$ cat config.mk
export PLATFORM = sky130hd
export DESIGN_NAME = tx_frame_scheduler_flat
export DESIGN_NICKNAME = d
export VERILOG_FILES = /design/src/rtl/tx_frame_scheduler_pkg.sv /design/src/rtl/tx_frame_scheduler_if.sv /design/src/rtl/tx_frame_scheduler_rr_arbiter.sv /design/src/rtl/tx_frame_scheduler.sv /design/src/flat_wrapper.sv
export SDC_FILE = /design/constraint.sdc
export NUM_CORES = 1
export LEC_CHECK = 0
export BUFFER_PORTS_ARGS = -buffer_cell sky130_fd_sc_hd__buf_2
export CORE_AREA = 2 2 281 283
export CTS_CLUSTER_DIAMETER = 50
export DETAILED_ROUTE_END_ITERATION = 7
export DIE_AREA = 0 0 283 285
export HOLD_SLACK_MARGIN = 0.12
export PLACE_DENSITY_LB_ADDON = 0.08
export SETUP_SLACK_MARGIN = 0.3
export SLEW_MARGIN = 20
export SYNTH_ARGS = -nofsm -noshare
export SYNTH_HDL_FRONTEND = slang
export SYNTH_SLANG_ARGS = --single-unit
$ cat constraint.sdc
create_clock -name clk -period 4.3 [get_ports clk]
set_input_delay 0.86 -clock clk [delete_from_list [all_inputs] [get_ports clk]]
set_output_delay 0.86 -clock clk [all_outputs]
set_load 0.05 [all_outputs]
$ cat src/rtl/tx_frame_scheduler_pkg.sv
// Shared definitions for the TX frame scheduler: packet layout, framer
// overhead and the scheduler state encoding.
package tx_pkg;

    localparam int PKT_W     = 136;
    localparam int DEST_MSB  = 135;
    localparam int DEST_LSB  = 132;
    localparam int LEN_MSB   = 131;
    localparam int LEN_LSB   = 128;
    localparam int FRAME_OVH = 40;

    typedef enum logic [2:0] {
        S_IDLE,
        S_START,
        S_WAIT,
        S_XMIT,
        S_GAP
    } sched_state_t;

    // Nominal number of framer busy cycles for a given length code.
    function automatic int frame_cycles(input logic [3:0] len);
        return FRAME_OVH + (int'(len) + 1) * 8;
    endfunction

endpackage

$ cat src/rtl/tx_frame_scheduler_if.sv
// Requester-side and framer-side handshake bundle of the TX frame scheduler.
// The master modport is the scheduler's view; slave is the surrounding logic.
interface tx_frame_scheduler_if #(
    parameter int N     = 4,
    parameter int PKT_W = tx_pkg::PKT_W
);

    logic [N-1:0]       req;
    logic [N*PKT_W-1:0] req_packet;
    logic [N-1:0]       done;
    logic [N-1:0]       err;
    logic               tx_start;
    logic [PKT_W-1:0]   tx_packet;
    logic               tx_busy;

    modport master (
        input  req, req_packet, tx_busy,
        output done, err, tx_start, tx_packet
    );

    modport slave (
        output req, req_packet, tx_busy,
        input  done, err, tx_start, tx_packet
    );

endinterface

$ cat src/rtl/tx_frame_scheduler_rr_arbiter.sv
// Combinational round-robin search: first set request at or above rr_ptr,
// wrapping to the bottom when nothing above it is pending.
module rr_arbiter #(
    parameter  int N  = 4,
    localparam int IW = $clog2(N)
) (
    input  logic [N-1:0]  req,
    input  logic [IW-1:0] rr_ptr,
    output logic [N-1:0]  grant,
    output logic [IW-1:0] grant_idx,
    output logic          valid
);

    // Second pass only matters when nothing at or above rr_ptr was requesting.
    always_comb begin
        grant     = '0;
        grant_idx = '0;
        valid     = 1'b0;
        for (int i = 0; i < N; i++) begin
            if (!valid && req[i] && (IW'(i) >= rr_ptr)) begin
                valid     = 1'b1;
                grant_idx = IW'(i);
                grant[i]  = 1'b1;
            end
        end
        for (int i = 0; i < N; i++) begin
            if (!valid && req[i]) begin
                valid     = 1'b1;
                grant_idx = IW'(i);
                grant[i]  = 1'b1;
            end
        end
    end

endmodule

$ cat src/rtl/tx_frame_scheduler.sv
// Round-robin scheduler sharing one serial TX framer among N requesters:
// grant, start pulse, busy tracking, start timeout and inter-frame gap.
module tx_frame_scheduler #(
    parameter  int N        = 4,
    parameter  int PKT_W    = tx_pkg::PKT_W,
    parameter  int IFG      = 12,
    parameter  int START_TO = 4,
    localparam int IW       = $clog2(N)
) (
    input  logic                 clk,
    input  logic                 rst_n,
    tx_frame_scheduler_if.master bus,
    output logic [IW-1:0]        owner,
    output logic                 sched_busy,
    output logic [15:0]          frame_cnt
);

    import tx_pkg::*;

    localparam sched_state_t END_STATE = (IFG == 0) ? S_IDLE : S_GAP;

    sched_state_t     state, next_state;
    logic [IW-1:0]    rr_ptr;
    logic [IW-1:0]    owner_q;
    logic [PKT_W-1:0] tx_packet_q;
    logic [15:0]      to_cnt;
    logic [15:0]      gap_cnt;
    logic [15:0]      frame_cnt_q;

    logic [N-1:0]     arb_grant;
    logic [IW-1:0]    arb_idx;
    logic             arb_valid;
    logic [PKT_W-1:0] win_packet;

    rr_arbiter #(.N(N)) u_arb (
        .req       (bus.req),
        .rr_ptr    (rr_ptr),
        .grant     (arb_grant),
        .grant_idx (arb_idx),
        .valid     (arb_valid)
    );

    always_comb begin
        win_packet = '0;
        for (int i = 0; i < N; i++) begin
            if (arb_grant[i]) win_packet = win_packet | bus.req_packet[i*PKT_W +: PKT_W];
        end
    end

    always_ff @(posedge clk or negedge rst_n) begin
        if (!rst_n) state <= S_IDLE;
        else        state <= next_state;
    end

    // A timeout and a completed frame both end in the gap (or idle when IFG is 0).
    always_comb begin
        next_state = state;
        unique case (state)
            S_IDLE:  if (arb_valid) next_state = S_START;
            S_START: next_state = S_WAIT;
            S_WAIT: begin
                if (bus.tx_busy)        next_state = S_XMIT;
                else if (to_cnt <= 16'd1) next_state = END_STATE;
            end
            S_XMIT:  if (!bus.tx_busy) next_state = END_STATE;
            S_GAP:   if (gap_cnt <= 16'd1) next_state = S_IDLE;
            default: next_state = S_IDLE;
        endcase
    end

    always_comb begin
        bus.tx_start = (state == S_START);
        bus.done     = '0;
        bus.err      = '0;
        if (state == S_XMIT && !bus.tx_busy) bus.done[owner_q] = 1'b1;
        if (state == S_WAIT && !bus.tx_busy && to_cnt <= 16'd1) bus.err[owner_q] = 1'b1;
        sched_busy   = (state != S_IDLE);
    end

    always_ff @(posedge clk or negedge rst_n) begin
        if (!rst_n) begin
            rr_ptr      <= '0;
            owner_q     <= '0;
            tx_packet_q <= '0;
            to_cnt      <= '0;
            gap_cnt     <= '0;
            frame_cnt_q <= '0;
        end else begin
            if (state == S_IDLE && arb_valid) begin
                tx_packet_q <= win_packet;
                owner_q     <= arb_idx;
                rr_ptr      <= (arb_idx == IW'(N - 1)) ? '0 : arb_idx + 1'b1;
            end
            if (state == S_START) to_cnt <= 16'(START_TO);
            else if (state == S_WAIT && !bus.tx_busy) to_cnt <= to_cnt - 16'd1;
            if (next_state == S_GAP && state != S_GAP) gap_cnt <= 16'(IFG);
            else if (state == S_GAP) gap_cnt <= gap_cnt - 16'd1;
            if (state == S_XMIT && !bus.tx_busy && frame_cnt_q != 16'hFFFF)
                frame_cnt_q <= frame_cnt_q + 16'd1;
        end
    end

    assign bus.tx_packet = tx_packet_q;
    assign owner         = owner_q;
    assign frame_cnt     = frame_cnt_q;

endmodule

$ cat src/flat_wrapper.sv
// flat-port wrapper written by rule: the top's interface ports become plain ports
module tx_frame_scheduler_flat import tx_pkg::*;
#(
    parameter  int N        = 4,
    parameter  int PKT_W    = tx_pkg::PKT_W,
    parameter  int IFG      = 12,
    parameter  int START_TO = 4,
    localparam int IW       = $clog2(N)
)
  (clk, rst_n, owner, sched_busy, frame_cnt, bus_req, bus_req_packet, bus_tx_busy, bus_done, bus_err, bus_tx_start, bus_tx_packet);
  tx_frame_scheduler_if #(.N(N), .PKT_W(PKT_W)) bus_i ();
  input  logic clk;
  input  logic rst_n;
  output logic [IW-1:0] owner;
  output logic sched_busy;
  output logic [15:0] frame_cnt;
  input wire logic [$bits(bus_i.req)-1:0] bus_req;
  input wire logic [$bits(bus_i.req_packet)-1:0] bus_req_packet;
  input wire logic [$bits(bus_i.tx_busy)-1:0] bus_tx_busy;
  output wire logic [$bits(bus_i.done)-1:0] bus_done;
  output wire logic [$bits(bus_i.err)-1:0] bus_err;
  output wire logic [$bits(bus_i.tx_start)-1:0] bus_tx_start;
  output wire logic [$bits(bus_i.tx_packet)-1:0] bus_tx_packet;
  assign bus_i.req = bus_req;
  assign bus_i.req_packet = bus_req_packet;
  assign bus_i.tx_busy = bus_tx_busy;
  assign bus_done = bus_i.done;
  assign bus_err = bus_i.err;
  assign bus_tx_start = bus_i.tx_start;
  assign bus_tx_packet = bus_i.tx_packet;
  tx_frame_scheduler #(.N(N), .PKT_W(PKT_W), .IFG(IFG), .START_TO(START_TO)) u_core (.clk(clk), .rst_n(rst_n), .bus(bus_i), .owner(owner), .sched_busy(sched_busy), .frame_cnt(frame_cnt));
endmodule
# Yosys cells after proc, flatten, opt, wreduce, memory -nomap -nowiden
# Index checks and enable logic that the tools add are counted.
[classes]
n_addsub = 4
n_lt_le_gt_ge = 8
eq_ne = 8
n_mux = 41
n_bitwise = 3
reduce_logical = 30
[op_table]
columns = ["operator", "n"]
rows = [
  ["136-bit 2-to-1 mux", 4],
  ["136-bit OR", 3],
  ["16-bit 2-to-1 mux", 4],
  ["16-bit by 1-bit <= comparator with 1-bit output, second input constant", 2],
  ["16-bit by 1-bit subtractor with 16-bit output, second input constant", 2],
  ["1-bit logical AND", 18],
  ["1-bit 2-to-1 mux", 17],
  ["16-bit by 1-bit adder with 16-bit output, second input constant", 1],
  ["16-bit inequality test, second input constant", 1],
  ["3-bit 2-to-1 mux", 5],
  ["3-bit case mux with 5 select lines", 1],
  ["2-bit 2-to-1 mux", 7],
  ["1-bit zero test", 8],
  ["4-bit 2-to-1 mux", 2],
  ["3-bit by 2-bit equality test with 1-bit output, second input constant", 2],
  ["3-bit equality test, second input constant", 2],
  ["1-bit by 2-bit >= comparator with 1-bit output, first input constant", 2],
  ["2-bit >= comparator, first input constant", 2],
  ["2-bit nonzero test", 2],
  ["3-bit by 1-bit equality test with 1-bit output, second input constant", 1],
  ["3-bit zero test", 1],
  ["2-bit by 3-bit < comparator with 1-bit output, second input constant", 1],
  ["3-bit inequality test, second input constant", 1],
  ["3-bit nonzero test", 1],
  ["4 further kinds", 4],
]
[word_totals]
regBits = 191
inputBits = 551

# Depth between registers and ports, before layout
[depth]
word_depth = 32
depth_mapped = 8

# By module
# Synthesis repeated with hierarchy kept, for this count alone.
[hier_totals]
hier_cells = 1092
area_unflattened_um2 = 10274.9
[by_module_without_submodules]
columns = ["mod", "instances", "cells_each", "area_per_inst_um2"]
rows = [
  ["tx_frame_scheduler", 1, 1059, 10052.1],
  ["rr_arbiter", 1, 33, 222.7],
]

# Worst setup path after synthesis
# OpenSTA, ideal clock, no wires.
[synth_path]
path_kind = "input -> output"
from = "input port bus_tx_busy"
to = "output port bus_err[0]"
arrival_ps = 2626
required_time_ps = 3440
path_slack_ps = 814
cell_stages = 3
path_cell_list = "nor4b_1 -> nand3_1 -> nor3_1"
[synth_between]
elab_chain_cells = 4
[synth_lines]
columns = ["item", "line_no", "text"]
rows = [
  ["from (decl)", "flat_wrapper.sv:19", "input wire logic [$bits(bus_i.tx_busy)-1:0] bus_tx_busy;"],
  ["1-bit zero test", "n/a", ""],
  ["1-bit logical AND (2 in a row)", "tx_frame_scheduler.sv:76", "if (state == S_WAIT && !bus.tx_busy && to_cnt <= 16'd1) bus.err[owner_q] = 1'b1;"],
  ["4-bit 2-to-1 mux", "tx_frame_scheduler.sv:76", ""],
  ["to (decl)", "flat_wrapper.sv:21", "output wire logic [$bits(bus_i.err)-1:0] bus_err;"],
]
# No other way between the ends.

# Worst setup path in the final report
[layout_path]
from = "register u_core.to_cnt[6]"
to = "output port bus_err[0]"
[layout_between]
elab_chain_cells = 3
[layout_lines]
columns = ["item", "line_no", "text"]
rows = [
  ["from (decl)", "tx_frame_scheduler.sv:26", "logic [15:0] to_cnt;"],
  ["from (signal assigned)", "tx_frame_scheduler.sv:94", "if (state == S_START) to_cnt <= 16'(START_TO);"],
  ["from (signal assigned)", "tx_frame_scheduler.sv:95", "else if (state == S_WAIT && !bus.tx_busy) to_cnt <= to_cnt - 16'd1;"],
  ["16-bit by 1-bit <= comparator with 1-bit output", "tx_frame_scheduler.sv:76", ""],
  ["1-bit logical AND", "tx_frame_scheduler.sv:76", ""],
  ["4-bit 2-to-1 mux", "tx_frame_scheduler.sv:76", ""],
]
# No other way between the ends.

==> flow_metrics.py <==
metrics = {
    "status": {
        "outcome": "complete, no violations",
    },
    "floorplan": {
        "io_pins": 715,
        "die-area_um2": 80660,
        "initial_core_util_pct": 15.38,
        "core_area_um2": 77970,
        "die_h_um": 285,
        "die_w_um": 283,
        "rows": 103,
    },
    "placed_design": {
        "io_buffers": 714,
        "gp_congestion": 0.8246,
        "dp.final_hpwl_mm": 51.76,
    },
    "routing": {
        "vias": 14620,
        "drcViolationCount": 0,
        "via_per_inst": 4.699,
        "drtIter0Drc": 889,
        "dr.pass1.iters": 5,
        "wl_mm": 75.04,
        "ant_nets": 0,
        "wl_per_cell_um": 24.13,
    },
    "worst_setup_path": {
        "reg2regPathDepth": 4,
        "cp.arrival_ns": 2.67,
        "worst-path-buf-inv": 1,
        "worstSetupEndpoint": "bus_err[0]",
        "r2r-end": "u_core.gap_cnt[6]",
        "rr_startpoint": "u_core.state[0]",
        "startpoint": "u_core.to_cnt[6]",
        "worst_path_max_delay_cell": "or4_1",
        "crit_cells": 5,
        "r2r_slack_ns": 1.82,
        "critPathMaxStageDelay_ns": 0.63,
        "worstSetupStartpointType": "flip-flop",
        "crit_path_end_kind": "output pin",
        "cp_data_required_time_ns": 3.44,
        "cp_max_fo": 7,
        "path_cells": "or4_1 > nor2_1 > nand3_1 > nor3_1 > buf_2",
        "critical_path_class": "flip-flop to output pin",
        "path_delay_family": "simple AND/OR/NAND/NOR gates",
    },
    "grt": {
        "grt_pass1_vias": 15040,
        "grt_usage_pct": 17.96,
        "grt_pass1_wl_mm": 108.0,
        "grt_start_max_net_pins": 133,
        "antenna_found_initial": 37,
        "globalRouteOverflowTotal": 0,
    },
    "sta": {
        "relSlewSlack_pct": 28.63,
        "hold_viol": 0,
        "finalSetupViolations": 0,
        "hold_ws_ns": 0.3550,
        "rsz0062_at_grt": "false",
        "clock-skew-final_ns": 0.01924,
        "tightest_slew_ns": 1.071,
        "min_period_ns": 3.526,
        "finalSetupTns_ns": 0,
        "min_period_over_period_pct": 81.99,
        "fmax_mhz": 283.6,
        "maxSlewViolCount": 0,
    },
    "finish": {
        "drive_gt1_share_pct": 39.37,
        "areaGrowthSynthToFinish_pct": 44.97,
        "layout_commonest_cell": "buf_2",
        "fin_util_pct": 22.30,
        "num-fill-cells": 8847,
        "most-common-layout-cells": "buf_2, dfrtp_1, nor2_1, a21oi_1, o211ai_1",
        "nNetsFinal": 2585,
    },
    "power_and_ir_drop": {
        "p_leak_nw": 7.882,
        "p_per_area_nw_per_um2": 786.9,
        "max-vdd-ir-drop_v": 0.0003777,
    },
    "synthesis": {
        "yosysWarnings": 0,
        "synth_area_um2": 11990,
        "syn_area_per_cell_um2": 8.393,
        "syn_nets": 1985,
        "ys_seq_area_share_pct": 39.85,
        "ys.flop_type": "dfrtp_1",
        "ys_types": 57,
        "synth-seq-cells": 191,
        "synth_edf_count": 0,
        "synth-async-reset-ratio_pct": 100.0,
        "syn_inst": 1429,
    },
    "cts": {
        "clock-root-buffer": "clkbuf_16",
        "clk_transition_reported_paths_ns": 0.09,
        "numCtsBuffers": 17,
        "worstSkewPairLatency_ns": 0.50,
        "cts_sinks": 191,
        "hold_buffers": 0,
        "clockBufferDepth": 2,
        "htree_levels": 4,
        "cts_tree": "yes",
    },
    "job": {
        "cap_violations": 0,
    },
    "worst_hold_path": {
        "hp-class": "input port to asynchronous set/reset pin",
    },
}
-- synthesized netlist by cell type, drive strengths merged, types with 5 or more instances --
cell type,number,area share (%)
or4,16,1.1
a22oi,136,8.5
or2,10,0.52
a21oi,148,6.2
o31ai,11,0.69
nand4,5,0.26
nor4,10,0.52
clkbuf,133,4.2
and3,136,7.1
o21a,5,0.31
o211ai,137,8.6
xor2,17,1.2
nand3,12,0.50
buf,28,1.1
dfrtp,191,40
ha,5,0.52
o21ai,25,1.0
or3,9,0.49
a31oi,136,7.1
nand2b,6,0.31
inv,12,0.38
nor2,160,5.0
nor3,14,0.58
nand2,18,0.56
-- worst min path at each step --
stage	from	to	slack (ns)	cells past startpoint
5_1_grt	rst_n	u_core.to_cnt[10]	0.36	1
6_report	rst_n	u_core.to_cnt[10]	0.35	1
3_5_place_dp	u_core.frame_cnt[5]	u_core.frame_cnt[5]	0.51	1
4_1_cts	rst_n	u_core.to_cnt[10]	0.34	1
2_1_floorplan	u_core.gap_cnt[3]	u_core.gap_cnt[3]	0.47	1
3_3_place_gp	u_core.frame_cnt[5]	u_core.frame_cnt[5]	0.49	1
-- sequential cells by signal, indices dropped and copies added (netlist names) --
signal                flops
u_core.bus.tx_packet    136
u_core.frame_cnt         16
u_core.gap_cnt           16
u_core.owner              2
u_core.rr_ptr             2
u_core.state              3
u_core.to_cnt            16
-- per-stage QoR --
stage               worst slack, ns  power (mW)  cells  cell area, µm²
floorplan                    0.8136       9.060   1429           11990
global placement              1.071       12.08   3060           16770
detailed placement           0.9592       12.10   3060           16770
CTS                          0.6032       13.88   3092           17340
global route                 0.5174       14.57   3107           17380
finish                       0.7743       13.68   3110           17390
-- per-layer routing --
layer	vias up	track usage, %	part of all wire [%]
met1	7241	22.15	42
met3	83	4.808	6.3
met4	22	4.801	1.8
li1	6708	-	-
met2	561	30.77	50
met5	-	0	0.17
-- report_power, final --
group	leakage, nW	switching, mW	internal (mW)
Clock	0.267	0.939	0.778
Combinational	5.37	6.34	2.36
Sequential	2.25	0.606	2.66
-- timing repair --
action                                  in CTS  in global routing
buffers inserted                             0                  0
gates resized for setup                      0                  1
endpoints found under the setup margin       0                  1
-- final cells by class --
class	count	area (µm²)	area share [%]
clock inverter	14	122.6	0.7052
inverter	13	48.80	0.2806
clock buffer	18	439.2	2.526
antenna	18	45.04	0.2590
multi-input combinational	1064	6640	38.19
timing repair buffer	742	3999	23.00
tap	1050	1314	7.556
sequential	191	4780	27.49
-- worst reg2reg max path: cells and delay by family (launching register included) --
kind	cells	cell delay [ns]
compound gates	1	0.10
simple gates	3	1.77
flops	1	0.53
-- cells by family after synthesis --
logic type	count (synthesis)	synth area share (%)
AOI/OAI and AO/OA	622	34.07
xor gates and xnor gates	21	1.533
buffers and inverters	174	5.644
adders and majority gates	5	0.5216
muxes	4	0.3547
DFF	191	39.85
and+or+nand+nor	412	18.03
Note: power is estimated with default switching activity, not from simulation.
